File: src/rtl/syn_debug_scanner_if.sv
// Word stream from the debug scanner towards the host link.
// Index width follows `DM_ADDR_BIT (6 when not defined externally).
`ifndef DM_ADDR_BIT
`define DM_ADDR_BIT 6
`endif

interface syn_debug_scanner_if;
  logic                    out_valid;
  logic                    out_ready;
  logic [31:0]             out_data;
  logic [1:0]              out_kind;
  logic [`DM_ADDR_BIT-1:0] out_index;
  logic                    out_last;

  modport master (
    output out_valid,
    output out_data,
    output out_kind,
    output out_index,
    output out_last,
    input  out_ready
  );

  modport slave (
    input  out_valid,
    input  out_data,
    input  out_kind,
    input  out_index,
    input  out_last,
    output out_ready
  );
endinterface

File: src/rtl/syn_debug_scanner.sv
// Debug scanner: freezes the CPU, then streams PC, RF0..RF31 and DM0..DM_WORDS-1 as words.
// Build option DBG_SCAN_SKIP_ZERO_EN drops zero RF/DM words (PC and the final DM word always go out).
`ifndef DM_ADDR_BIT
`define DM_ADDR_BIT 6
`endif

module syn_debug_scanner #(
  parameter int unsigned DM_WORDS = 64,
  parameter int unsigned READ_LAT = 1
) (
  input  logic                    clk,
  input  logic                    rst,
  input  logic                    start,
  output logic                    cpu_hold,
  output logic [4:0]              regfile_req_dbg,
  input  logic [31:0]             regfile_data_dbg,
  output logic [`DM_ADDR_BIT-1:0] datamem_addr_dbg,
  input  logic [31:0]             datamem_data_dbg,
  input  logic [31:0]             pc_dbg,
  syn_debug_scanner_if.master     out_if,
  output logic                    busy
);
  localparam int unsigned AW = `DM_ADDR_BIT;
  localparam int unsigned CW = 4;
  localparam logic [AW-1:0] DM_LAST = AW'(DM_WORDS - 1);
  localparam logic [1:0] K_PC = 2'd0;
  localparam logic [1:0] K_RF = 2'd1;
  localparam logic [1:0] K_DM = 2'd2;

  typedef enum logic [2:0] {S_IDLE, S_HOLD, S_REQ, S_WAIT, S_OUT, S_DONE} state_e;

  state_e        state_q, state_d;
  logic [CW-1:0] cnt_q, cnt_d;
  logic [1:0]    kind_q, kind_d;
  logic [4:0]    rf_idx_q, rf_idx_d;
  logic [AW-1:0] dm_addr_q, dm_addr_d;
  logic          hold_q, hold_d;
  logic          busy_q, busy_d;
  logic [4:0]    rf_req_q, rf_req_d;
  logic [AW-1:0] dm_req_q, dm_req_d;
  logic          valid_q, valid_d;
  logic          last_q, last_d;
  logic [31:0]   data_q, data_d;
  logic [1:0]    okind_q, okind_d;
  logic [AW-1:0] oidx_q, oidx_d;

  logic          is_last_c;
  logic          skip_c;
  logic [31:0]   src_data_c;
  logic [AW-1:0] src_index_c;
  logic [1:0]    nxt_kind_c;
  logic [4:0]    nxt_rf_c;
  logic [AW-1:0] nxt_dm_c;

  // Data and index belonging to the current cursor position.
  always_comb begin
    is_last_c   = (kind_q == K_DM) && (dm_addr_q == DM_LAST);
    src_data_c  = pc_dbg;
    src_index_c = '0;
    case (kind_q)
      K_RF: begin
        src_data_c  = regfile_data_dbg;
        src_index_c = AW'(rf_idx_q);
      end
      K_DM: begin
        src_data_c  = datamem_data_dbg;
        src_index_c = dm_addr_q;
      end
      default: ;
    endcase
  end

  // Cursor successor: PC -> RF0..RF31 -> DM0..; termination is decided on DM_LAST, not on wrap.
  always_comb begin
    nxt_kind_c = kind_q;
    nxt_rf_c   = rf_idx_q;
    nxt_dm_c   = dm_addr_q;
    case (kind_q)
      K_PC: begin
        nxt_kind_c = K_RF;
        nxt_rf_c   = '0;
      end
      K_RF: begin
        if (rf_idx_q == 5'd31) begin
          nxt_kind_c = K_DM;
          nxt_dm_c   = '0;
        end else begin
          nxt_rf_c = rf_idx_q + 5'd1;
        end
      end
      default: nxt_dm_c = dm_addr_q + AW'(1);
    endcase
  end

`ifdef DBG_SCAN_SKIP_ZERO_EN
  assign skip_c = (kind_q != K_PC) && !is_last_c && (src_data_c == 32'd0);
`else
  assign skip_c = 1'b0;
`endif

  always_comb begin
    state_d   = state_q;
    cnt_d     = cnt_q;
    kind_d    = kind_q;
    rf_idx_d  = rf_idx_q;
    dm_addr_d = dm_addr_q;
    hold_d    = hold_q;
    busy_d    = busy_q;
    rf_req_d  = rf_req_q;
    dm_req_d  = dm_req_q;
    valid_d   = valid_q;
    last_d    = last_q;
    data_d    = data_q;
    okind_d   = okind_q;
    oidx_d    = oidx_q;
    case (state_q)
      S_IDLE: begin
        if (start) begin
          hold_d  = 1'b1;
          busy_d  = 1'b1;
          state_d = S_HOLD;
        end
      end
      S_HOLD: begin
        kind_d    = K_PC;
        rf_idx_d  = '0;
        dm_addr_d = '0;
        state_d   = S_REQ;
      end
      S_REQ: begin
        if (kind_q == K_RF) rf_req_d = rf_idx_q;
        if (kind_q == K_DM) dm_req_d = dm_addr_q;
        cnt_d   = CW'(READ_LAT);
        state_d = S_WAIT;
      end
      S_WAIT: begin
        cnt_d = cnt_q - CW'(1);
        // The counter reaching zero marks the cycle the requested data is valid.
        if (cnt_q <= CW'(1)) begin
          if (skip_c) begin
            kind_d    = nxt_kind_c;
            rf_idx_d  = nxt_rf_c;
            dm_addr_d = nxt_dm_c;
            state_d   = S_REQ;
          end else begin
            valid_d = 1'b1;
            data_d  = src_data_c;
            okind_d = kind_q;
            oidx_d  = src_index_c;
            last_d  = is_last_c;
            state_d = S_OUT;
          end
        end
      end
      S_OUT: begin
        if (out_if.out_ready) begin
          valid_d = 1'b0;
          last_d  = 1'b0;
          if (last_q) begin
            state_d = S_DONE;
          end else begin
            kind_d    = nxt_kind_c;
            rf_idx_d  = nxt_rf_c;
            dm_addr_d = nxt_dm_c;
            state_d   = S_REQ;
          end
        end
      end
      S_DONE: begin
        hold_d  = 1'b0;
        busy_d  = 1'b0;
        state_d = S_IDLE;
      end
      default: state_d = S_IDLE;
    endcase
  end

  always_ff @(posedge clk) begin
    if (rst) begin
      state_q   <= S_IDLE;
      cnt_q     <= '0;
      kind_q    <= K_PC;
      rf_idx_q  <= '0;
      dm_addr_q <= '0;
      hold_q    <= 1'b0;
      busy_q    <= 1'b0;
      rf_req_q  <= '0;
      dm_req_q  <= '0;
      valid_q   <= 1'b0;
      last_q    <= 1'b0;
      data_q    <= '0;
      okind_q   <= '0;
      oidx_q    <= '0;
    end else begin
      state_q   <= state_d;
      cnt_q     <= cnt_d;
      kind_q    <= kind_d;
      rf_idx_q  <= rf_idx_d;
      dm_addr_q <= dm_addr_d;
      hold_q    <= hold_d;
      busy_q    <= busy_d;
      rf_req_q  <= rf_req_d;
      dm_req_q  <= dm_req_d;
      valid_q   <= valid_d;
      last_q    <= last_d;
      data_q    <= data_d;
      okind_q   <= okind_d;
      oidx_q    <= oidx_d;
    end
  end

  assign cpu_hold         = hold_q;
  assign busy             = busy_q;
  assign regfile_req_dbg  = rf_req_q;
  assign datamem_addr_dbg = dm_req_q;
  assign out_if.out_valid = valid_q;
  assign out_if.out_data  = data_q;
  assign out_if.out_kind  = okind_q;
  assign out_if.out_index = oidx_q;
  assign out_if.out_last  = last_q;

endmodule

File: src/flat_wrapper.sv
// flat-port wrapper written by rule: the top's interface ports become plain ports
module syn_debug_scanner_flat 
#(
  parameter int unsigned DM_WORDS = 64,
  parameter int unsigned READ_LAT = 1
)
  (clk, rst, start, cpu_hold, regfile_req_dbg, regfile_data_dbg, datamem_addr_dbg, datamem_data_dbg, pc_dbg, busy, out_if_out_valid, out_if_out_data, out_if_out_kind, out_if_out_index, out_if_out_last, out_if_out_ready);
  syn_debug_scanner_if out_if_i ();
  input  logic clk;
  input  logic rst;
  input  logic start;
  output logic cpu_hold;
  output logic [4:0] regfile_req_dbg;
  input  logic [31:0] regfile_data_dbg;
  output logic [`DM_ADDR_BIT-1:0] datamem_addr_dbg;
  input  logic [31:0] datamem_data_dbg;
  input  logic [31:0] pc_dbg;
  output logic busy;
  output wire logic [$bits(out_if_i.out_valid)-1:0] out_if_out_valid;
  output wire logic [$bits(out_if_i.out_data)-1:0] out_if_out_data;
  output wire logic [$bits(out_if_i.out_kind)-1:0] out_if_out_kind;
  output wire logic [$bits(out_if_i.out_index)-1:0] out_if_out_index;
  output wire logic [$bits(out_if_i.out_last)-1:0] out_if_out_last;
  input wire logic [$bits(out_if_i.out_ready)-1:0] out_if_out_ready;
  assign out_if_out_valid = out_if_i.out_valid;
  assign out_if_out_data = out_if_i.out_data;
  assign out_if_out_kind = out_if_i.out_kind;
  assign out_if_out_index = out_if_i.out_index;
  assign out_if_out_last = out_if_i.out_last;
  assign out_if_i.out_ready = out_if_out_ready;
  syn_debug_scanner #(.DM_WORDS(DM_WORDS), .READ_LAT(READ_LAT)) u_core (.clk(clk), .rst(rst), .start(start), .cpu_hold(cpu_hold), .regfile_req_dbg(regfile_req_dbg), .regfile_data_dbg(regfile_data_dbg), .datamem_addr_dbg(datamem_addr_dbg), .datamem_data_dbg(datamem_data_dbg), .pc_dbg(pc_dbg), .out_if(out_if_i), .busy(busy));
endmodule
File: config.mk
export PLATFORM = sky130hd
export DESIGN_NAME = syn_debug_scanner_flat
export DESIGN_NICKNAME = d
export VERILOG_FILES = /design/src/rtl/syn_debug_scanner_if.sv /design/src/rtl/syn_debug_scanner.sv /design/src/flat_wrapper.sv
export SDC_FILE = /design/constraint.sdc
export NUM_CORES = 1
export LEC_CHECK = 0
export ABC_AREA = 1
export BUFFER_PORTS_ARGS = -buffer_cell sky130_fd_sc_hd__clkbuf_2
export CORE_AREA = 10 10 99 101
export CTS_CLUSTER_DIAMETER = 50
export DETAILED_ROUTE_END_ITERATION = 12
export DIE_AREA = 0 0 109 111
export PLACE_DENSITY_LB_ADDON = 0.15
export SLEW_MARGIN = 20
export SYNTH_ARGS = -nofsm -noshare
export SYNTH_HDL_FRONTEND = slang
export SYNTH_SLANG_ARGS = --single-unit
File: constraint.sdc
create_clock -name clk -period 1.9 [get_ports clk]
set_input_delay 0.38 -clock clk [delete_from_list [all_inputs] [get_ports clk]]
set_output_delay 0.38 -clock clk [all_outputs]
set_load 0.01 [all_outputs]
---- Yosys cells after proc, flatten, opt, wreduce, memory -nomap -nowiden ----
Cells that the tools add are included.
word-level totals
  output and inout port bits .............. 55
  input bits .............................. 100
  register bits ........................... 74
cells by class
  muxes and demuxes ....................... 30
  equal/unequal tests ..................... 17
  magnitude comparators ................... 1
  add/sub/neg operators ................... 3
  reduce and logical (&&, ||, !) cells .... 16
operator list
  kind                                                            count
  case mux 32 bit (2 select lines)                                1
  case mux 6 bit (2 select lines)                                 3
  case mux 5 bit (2 select lines)                                 2
  2-to-1 mux 6 bit                                                3
  2-to-1 mux 5 bit                                                3
  case mux 3 bit (5 select lines)                                 1
  AND reduction 5 bit                                             3
  2-to-1 mux 3 bit                                                4
  inequality test 2 bit, second input constant                    4
  case mux 2 bit (2 select lines)                                 2
  case mux 4 bit (2 select lines)                                 1
  AND reduction 2 bit                                             4
  nonzero test 2 bit                                              4
  adder 6 x 1 -> 6 bit, second input constant                     1
  equality test 3 x 2 -> 1 bit, second input constant             2
  equality test 3 bit, second input constant                      2
  equality test 6 bit, second input constant                      1
  2-to-1 mux 2 bit                                                3
  inequality test 3 x 2 -> 1 bit, second input constant           2
  case mux 1 bit (2 select lines)                                 3
  AND reduction 3 bit                                             2
  adder 5 x 1 -> 5 bit, second input constant                     1
  equality test 5 bit, second input constant                      1
  less-or-equal comparator 4 x 1 -> 1 bit, second input constant  1
  10 further kinds                                                13

---- Depth between registers and ports, before layout ----
Gate-level depths: netlist of run 1.
  depth after elaboration ................. 6
  mapped depth ............................ 12
  depth with buffers taken out ............ 11

---- Worst setup path after synthesis of run 1 ----
No wires, ideal clock.
  path type ............................... register -> register
  start point ............................. reg u_core.kind_q[0]
  end point ............................... reg u_core.data_q[10], in the netlist u_core.out_if.out_data[10]
  setup slack ............................. 0.336 ns
  period minus slack after synthesis ...... 1.564 ns
  buffers on the path ..................... 2
  setup time .............................. 0.120 ns
  cell stages (with the launch flop) ...... 7
  arrival ................................. 1.443 ns
  cell sequence ........................... dfxtp_1 -> inv_1 -> ha_1 -> buf_2 -> buf_2 -> mux2i_1 -> a21oi_1
on the way
  cells in the longest elaborated chain, start to end .. 2
ends and longest elaborated chain
  element                                                                     line                      text
  start, declared                                                             syn_debug_scanner.sv:34   logic [1:0] kind_q, kind_d;
  start signal, assigned                                                      syn_debug_scanner.sv:197  kind_q <= kind_d;
  equality test 2 bit / equality test 2 x 1 -> 1 bit (equally long branches)  syn_debug_scanner.sv:60   case (kind_q)
  case mux 32 bit (2 select lines) (*)                                        syn_debug_scanner.sv:60
  end signal, assigned                                                        syn_debug_scanner.sv:206  data_q <= data_d;
  end, declared                                                               syn_debug_scanner.sv:43   logic [31:0] data_q, data_d;
Every way passes the cells marked *; elsewhere a longest branch is shown, timed or not.
A chain may end at the register's enable or synchronous reset.

---- Final worst setup path of run 1 ----
  start point ............................. reg u_core.state_q[2]
  end point ............................... reg u_core.dm_addr_q[3]
on the way
  cells in the longest elaborated chain, start to end .. 3
ends and longest elaborated chain
  element                                                                        line                      text
  start, declared                                                                syn_debug_scanner.sv:32   state_e state_q, state_d;
  start signal, assigned                                                         syn_debug_scanner.sv:195  state_q <= state_d;
  equality test 3 bit / equality test 3 x 1 -> 1 bit (equally long branches)     syn_debug_scanner.sv:116  case (state_q)
  inequality test 3 x 2 -> 1 bit (no source line), or another cell as far along  n/a
  AND reduction 5 bit (no source line)                                           n/a
  end signal, assigned                                                           syn_debug_scanner.sv:199  dm_addr_q <= dm_addr_d;
  end, declared                                                                  syn_debug_scanner.sv:36   logic [AW-1:0] dm_addr_q, dm_addr_d;
Parallel ways exist; a longest one is shown, timed or not.

==> results of run 1 <==
==> power by group through the flow <==
stage / Sequential (mW) / Clock [mW] / Combinational (mW)
after floorplan: 2.15 / 0 / 2.18
after global placement: 2.10 / 0 / 3.05
after detailed placement: 2.11 / 0 / 3.10
after CTS: 2.08 / 1.11 / 3.12
after global routing: 2.13 / 1.17 / 3.52
final: 2.09 / 1.09 / 3.15
==> registers in the layout, indices dropped and copies added (netlist names) <==
signal / flops
u_core.rf_idx_q: 5
u_core.datamem_addr_dbg: 6
u_core.state_q: 3
u_core.out_if.out_valid: 1
u_core.dm_addr_q: 6
u_core.out_if.out_data: 32
u_core.cpu_hold: 1
u_core.out_if.out_index: 6
u_core.cnt_q: 4
u_core.out_if.out_last: 1
u_core.out_if.out_kind: 2
u_core.kind_q: 2
u_core.regfile_req_dbg: 5
==> area by class of cell <==
cell class | count | area share (%)
multi-input cells | 331 | 40.8
clock inverters | 3 | 0.316
flip-flops and latches | 74 | 31.2
repair buffers | 166 | 18.9
inverters | 35 | 2.76
well taps | 105 | 2.76
clock buffers | 12 | 3.26
==> worst paths after layout <==
kind,start,end,slack (ns),cells after the start
worst min-delay path,start,u_core.cpu_hold$_SDFFE_PP0P_,0.30,3
worst max-delay path,u_core.state_q[2]$_SDFFE_PP0P_,u_core.dm_addr_q[3]$_SDFFE_PP0P_,0.13,6
worst max register to register,u_core.state_q[2]$_SDFFE_PP0P_,u_core.dm_addr_q[3]$_SDFFE_PP0P_,0.13,6
worst min register to register,u_core.out_if.out_valid$_SDFFE_PP0P_,u_core.out_if.out_valid$_SDFFE_PP0P_,0.47,2
==> worst register-to-register path, stage by stage, from the launching register on <==
cell and delay (ns):
dfxtp_1 0.56, nand2_1 0.23, nor2_1 0.48, o21ai_0 0.18, nand2_1 0.10, nand2_1 0.05, nor2_1 0.10
==> synthesized netlist by cell type <==
master and count:
nor2_2 2, o31ai_1 1, mux2i_1 31, o21ai_1 1
o211ai_1 2, nor2_4 2, a22o_1 31, a21oi_1 52
nand2_2 1, or2_2 1, inv_2 2, buf_1 5
buf_4 3, o22ai_1 3, buf_2 13, nand4_1 6
nand3_1 20, nor2_1 45, ha_1 8, inv_1 33
o21ai_0 48, clkbuf_1 8, dfxtp_1 74, nand2_1 64
a211oi_1 9, nand3b_1 2, buf_6 3, a2bb2oi_1 1
==> layer usage <==
metal | share of wire [%] | vias to the layer above
li1 | - | 1926
met1 | 43 | 1683
met2 | 47 | 133
met3 | 8.2 | 22
met4 | 2.1 | 0
met5 | 0 | -
==> repair_timing <==
item	in CTS	in global routing
gates resized for setup	0	6
buffers inserted	0	0
hold buffers	0	0
endpoints found under the setup margin	0	8
==> cell families (layout without fill, tap and decap cells) <==
logic type	after synthesis	after routing	share of synthesized area (%)
AOI/OAI and AO/OA	148	148	24.2
adders and majority gates	8	8	2.71
muxes	31	31	8.39
and+or+nand+nor	143	144	16.5
buffers and inverters	67	216	8.16
DFF	74	74	40.1
==> layout by cell type (no fill, tap or decap), types with 6 or more instances in the layout <==
master,n
clkbuf_2,154
o21ai_0,48
dfxtp_1,72
nand4_1,6
nand3_1,20
a22o_1,31
buf_4,9
inv_1,33
nand2_1,63
nor2_1,44
a21oi_1,52
ha_1,7
clkbuf_8,11
mux2i_1,31
a211oi_1,9
==> per-stage QoR <==
stage,util (%),std cells
2_1_floorplan,-,471
3_3_place_gp,57.3,710
3_5_place_dp,57.3,710
4_1_cts,59.4,725
5_1_grt,59.7,726
6_report,59.7,726
==> qor.yml, run 1 <==
grt:
  grt_pass1_wl_um: 17700
  gr-total-overflow: 0
  grt_util_met3_pct: 5.58
  grt_util_met2_pct: 28.3
  first_global_vias: 3802
  busiest_layer: "met2"
  antenna_found_initial: 0
  use_met1_pct: 21.4
  grt_max_degree: 58
  gr-usage-all-layers_pct: 17.7
power:
  netSwitchingFraction_pct: 40.6
  leakage_nw: 2.21
  fin_total_pwr_mw: 6.33
  p_per_area_mw_per_mm2: 1330
  p_switching_mw: 2.57
  cellInternalPower_mw: 3.76
  ir_worst_vdd_uv: 611
  p_clk_share_pct: 17.2
  pwr-share-comb_pct: 49.7
  pwr-share-seq_pct: 33.0
critical_path:
  crit_path_top_delay_cell: "dfxtp_1"
  criticalPathCategory: "reg -> reg"
  path_delay_family: "simple AND/OR/NAND/NOR gates"
  start_kind: "flop"
  worstPathMaxFanout: 9
  arrival_ns: 2.05
  critPathRequiredTime_ns: 2.18
  crit_top_cell: "nand2_1"
  endpoint_kind: "flop"
  critical-path-max-stage-delay_ns: 0.56
  path_buf_inv: 0
  crit_chain: "nand2_1, nor2_1, o21ai_0, nand2_1, nand2_1, nor2_1"
clock_network:
  clockBufferDepth: 2
  cts-buffers-inserted: 9
  cts_max_level: 3
  clkSinkCount: 74
  path_clk_slew_ns: 0.07
  cts_tree: "built"
  ctsRootBufferMaster: "clkbuf_8"
  clock_latency_ns: 0.35
die:
  initial_core_util_pct: 46.4
  fp-row-count: 33
  die_h_um: 111
  io_pins: 155
  dieArea_mm2: 0.0121
  die_w_um: 109
  core-area_mm2: 0.00797
synthesis:
  synth.distinct_cells: 28
  synth_nets: 579
  avgSynthCellArea_um2: 7.85
  synth_top_area_share_pct: 40.1
  ys_seq_area_share_pct: 40.1
  synthTopCellsByArea: "dfxtp_1 (40%), mux2i_1 (8.4%), a22o_1 (7.3%)"
  synthCells: 471
  syn_area_mm2: 0.00370
  synth_top_area_cell: "dfxtp_1"
  ys_ff_latch: 74
  ys_warn_count: 0
timing:
  hold_ws_ns: 0.299
  fmax_mhz: 567
  layout_setup_ws_ns: 0.135
  finalSetupViolCount: 0
  hold_viol_final: 0
  finalSetupTns_ns: 0
  worst_pin_slew_ns: 0.549
  rsz0062_at_grt: "true"
  relSlewSlack_pct: 63.3
  drv_slew: 0
  min_period_over_period_pct: 92.9
  skew_ns: 0.00964
  fin_crit_ns: 1.77
hold_path:
  hold_class: "in -> reg"
routing:
  drtAntennaViolNets: 0
  viasPerCell: 5.18
  dr.pass1.iters: 4
  avgRoutedWirePerCell_um: 15.4
  wirelength_um: 11200
  drt_iter0_markers: 152
  num_vias: 3764
  post-route-drc-count: 0
final_layout:
  antenna-diode-count: 0
  area_growth_pct: 28.7
  final_area_mm2: 0.00476
  drive_above_1_share_pct: 31.2
  num-fill-cells: 748
  register_area_mm2: 0.00148
  layout.nets: 725
  multi_input_area_mm2: 0.00194
run:
  cap_violations: 0
placed_design:
  place_area_mm2: 0.00456
  dp_slack_ns: 0.0174
  gp_congestion: 0.917
  post-dp-hpwl_um: 8620
  portBuffers: 154
status:
  status: "complete, no violations"
Note: power is estimated with default switching activity, not from simulation.
==> run 2: changes to the inputs <==
--- a/config.mk
+++ b/config.mk
@@ -12,6 +12,7 @@
 export DETAILED_ROUTE_END_ITERATION = 12
 export DIE_AREA = 0 0 109 111
 export PLACE_DENSITY_LB_ADDON = 0.15
+export RECOVER_POWER = 100
 export SLEW_MARGIN = 20
 export SYNTH_ARGS = -nofsm -noshare
 export SYNTH_HDL_FRONTEND = slang
==> qor.yml, run 2 (synthesis results as in run 1) <==
final_layout:
  stdcell_count: 726  # unchanged
  final_area_mm2: 0.00472  # was 0.00476 mm²
  largest_register_ffs: 32  # unchanged
  final_common_cell: "clkbuf_2"  # unchanged
  layout.nets: 725  # unchanged
  final_cell_mix: "clkbuf_2 (124), dfxtp_1 (72), nand2_1 (63)"  # was clkbuf_2 (154), dfxtp_1 (72), nand2_1 (63)
  num-fill-cells: 759  # was 748
  area_growth_pct: 27.7  # was 28.7%
  antenna-diode-count: 0  # unchanged
  drive_above_1_share_pct: 26.2  # was 31.2%
  final_util_pct: 59.2  # was 59.7%
routing:
  avgRoutedWirePerCell_um: 15.3  # was 15.4 µm
  num_vias: 3766  # was 3,764
  viasPerCell: 5.19  # was 5.18
  drt_iter0_markers: 147  # was 152
  dr.pass1.iters: 4  # unchanged
  post-route-drc-count: 0  # unchanged
  drtAntennaViolNets: 0  # unchanged
  wirelength_um: 11100  # was 11,200 µm
clock_network:
  ctsRootBufferMaster: "clkbuf_8"  # unchanged
  cts_tree: "built"  # unchanged
  cts-buffers-inserted: 9  # unchanged
  cts_max_level: 3  # unchanged
  path_clk_slew_ns: 0.08  # was 0.07 ns
  post_cts.repair.setup_buffers: 0  # unchanged
  clkSinkCount: 74  # unchanged
  clockBufferDepth: 2  # unchanged
  clock_latency_ns: 0.35  # about the same
critical_path:
  criticalPathCategory: "reg -> reg"  # unchanged
  critical-path-max-stage-delay_ns: 0.35  # was 0.56 ns
  worstPathMaxFanout: 9  # unchanged
  critPathRequiredTime_ns: 2.15  # was 2.18 ns
  crit_path_top_delay_cell: "ha_1"  # was dfxtp_1
  crit_top_cell: "nand2_1"  # unchanged
  endpoint_kind: "flop"  # unchanged
  arrival_ns: 2.02  # was 2.05 ns
  start_kind: "flop"  # unchanged
  crit_chain: "inv_1, ha_1, inv_1, nand4_1, nand2_1, nor2_4, nand2_1, nand2_1, nor2_1"  # was nand2_1, nor2_1, o21ai_0, nand2_1, nand2_1, nor2_1
grt:
  gr-usage-all-layers_pct: 17.7  # unchanged
  antenna_found_initial: 0  # unchanged
  grt_max_degree: 58  # unchanged
  gr-total-overflow: 0  # unchanged
  grt_pass1_wl_um: 17700  # unchanged
  first_global_vias: 3802  # unchanged
timing:
  rsz0062_at_grt: "true"  # unchanged
  hold_ws_ns: 0.298  # was 0.299 ns
  finalSetupTns_ns: 0  # unchanged
  worst_pin_slew_ns: 0.519  # was 0.549 ns
  layout_setup_ws_ns: 0.133  # was 0.135 ns
  skew_ns: 0.00973  # was 0.00964 ns
  fmax_mhz: 566  # was 567 MHz
  hold_viol_final: 0  # unchanged
  finalSetupViolCount: 0  # unchanged
  min_period_over_period_pct: 93.0  # was 92.9%
  fin_crit_ns: 1.77  # about the same
  relSlewSlack_pct: 65.3  # was 63.3%
  drv_slew: 0  # unchanged
power:
  ir_worst_vdd_uv: 608  # was 611 µV
  leakage_nw: 2.11  # was 2.21 nW
  fin_total_pwr_mw: 6.30  # was 6.33 mW
  p_per_area_mw_per_mm2: 1330  # about the same
hold_path:
  hold_class: "in -> reg"  # unchanged
run:
  cap_violations: 0  # unchanged
die:
  fp-row-count: 33  # unchanged
  dieArea_mm2: 0.0121  # unchanged
  die_h_um: 111  # unchanged
  core-area_mm2: 0.00797  # unchanged
  initial_core_util_pct: 46.4  # unchanged
  die_w_um: 109  # unchanged
  io_pins: 155  # unchanged
placed_design:
  gp_congestion: 0.917  # unchanged
  place_area_mm2: 0.00456  # unchanged
  placed_cells: 710  # unchanged
  post-dp-hpwl_um: 8620  # unchanged
  portBuffers: 154  # unchanged
  dp_slack_ns: 0.0174  # unchanged
status:
  status: "complete, no violations"  # unchanged
-- run 2: changes by cell type in the layout (fill, tap and decap cells not counted) --
cell      previous run  this run
inv_2                2         1
clkbuf_1             1        31
clkbuf_2           154       124
inv_1               33        34
-- run 2: worst max-delay path: cells and delay by family (launching register included) --
| family | cells | cell delay (ns) |
|---|---|---|
| simple gates | 6 | 0.71 |
| fa+ha+maj | 1 | 0.35 |
| flops | 1 | 0.33 |
| buf+inv | 2 | 0.28 |
-- run 2: path summary, 6_finish.rpt --
check / startpoint / to / slack [ns] / cells past startpoint
setup reg to reg: u_core.kind_q[1]$_SDFFE_PP0P_ / u_core.rf_idx_q[3]$_SDFFE_PP0P_ / 0.13 / 9
hold reg to reg: u_core.out_if.out_valid$_SDFFE_PP0P_ / u_core.out_if.out_valid$_SDFFE_PP0P_ / 0.47 / 2
setup / recovery: u_core.kind_q[1]$_SDFFE_PP0P_ / u_core.rf_idx_q[3]$_SDFFE_PP0P_ / 0.13 / 9
hold / removal: start / u_core.cpu_hold$_SDFFE_PP0P_ / 0.30 / 3
-- run 2: what timing repair did --
item / CTS / global route
hold buffers: 0 / 0
endpoints found under the setup margin: 0 / 8
resized for setup: 0 / 6
-- run 2: layer usage --
layer	GRT usage (%)	wire (µm)	up-vias
met2	28.3	5240	140
li1	-	-	1920
met3	5.58	997	22
met5	0	0	-
met1	21.4	4640	1684
met4	7.04	237	0
-- run 2: power by group --
part,leakage [nW],internal [mW],total (mW),switching (mW)
Clock,0.0920,0.532,1.09,0.559
Combinational,1.42,1.34,3.12,1.78
Sequential,0.601,1.86,2.09,0.225
-- run 2: area by class of cell --
type                            instances  area (µm²)  share of cell area [%]
Clock inverter                          3        15.0                   0.318
Clock buffer                           12         155                    3.29
Sequential cell                        74        1480                    31.4
Timing Repair Buffer                  166         861                    18.2
Inverter                               35         131                    2.78
Multi-Input combinational cell        331        1940                    41.2
Tap cell                              105         131                    2.78
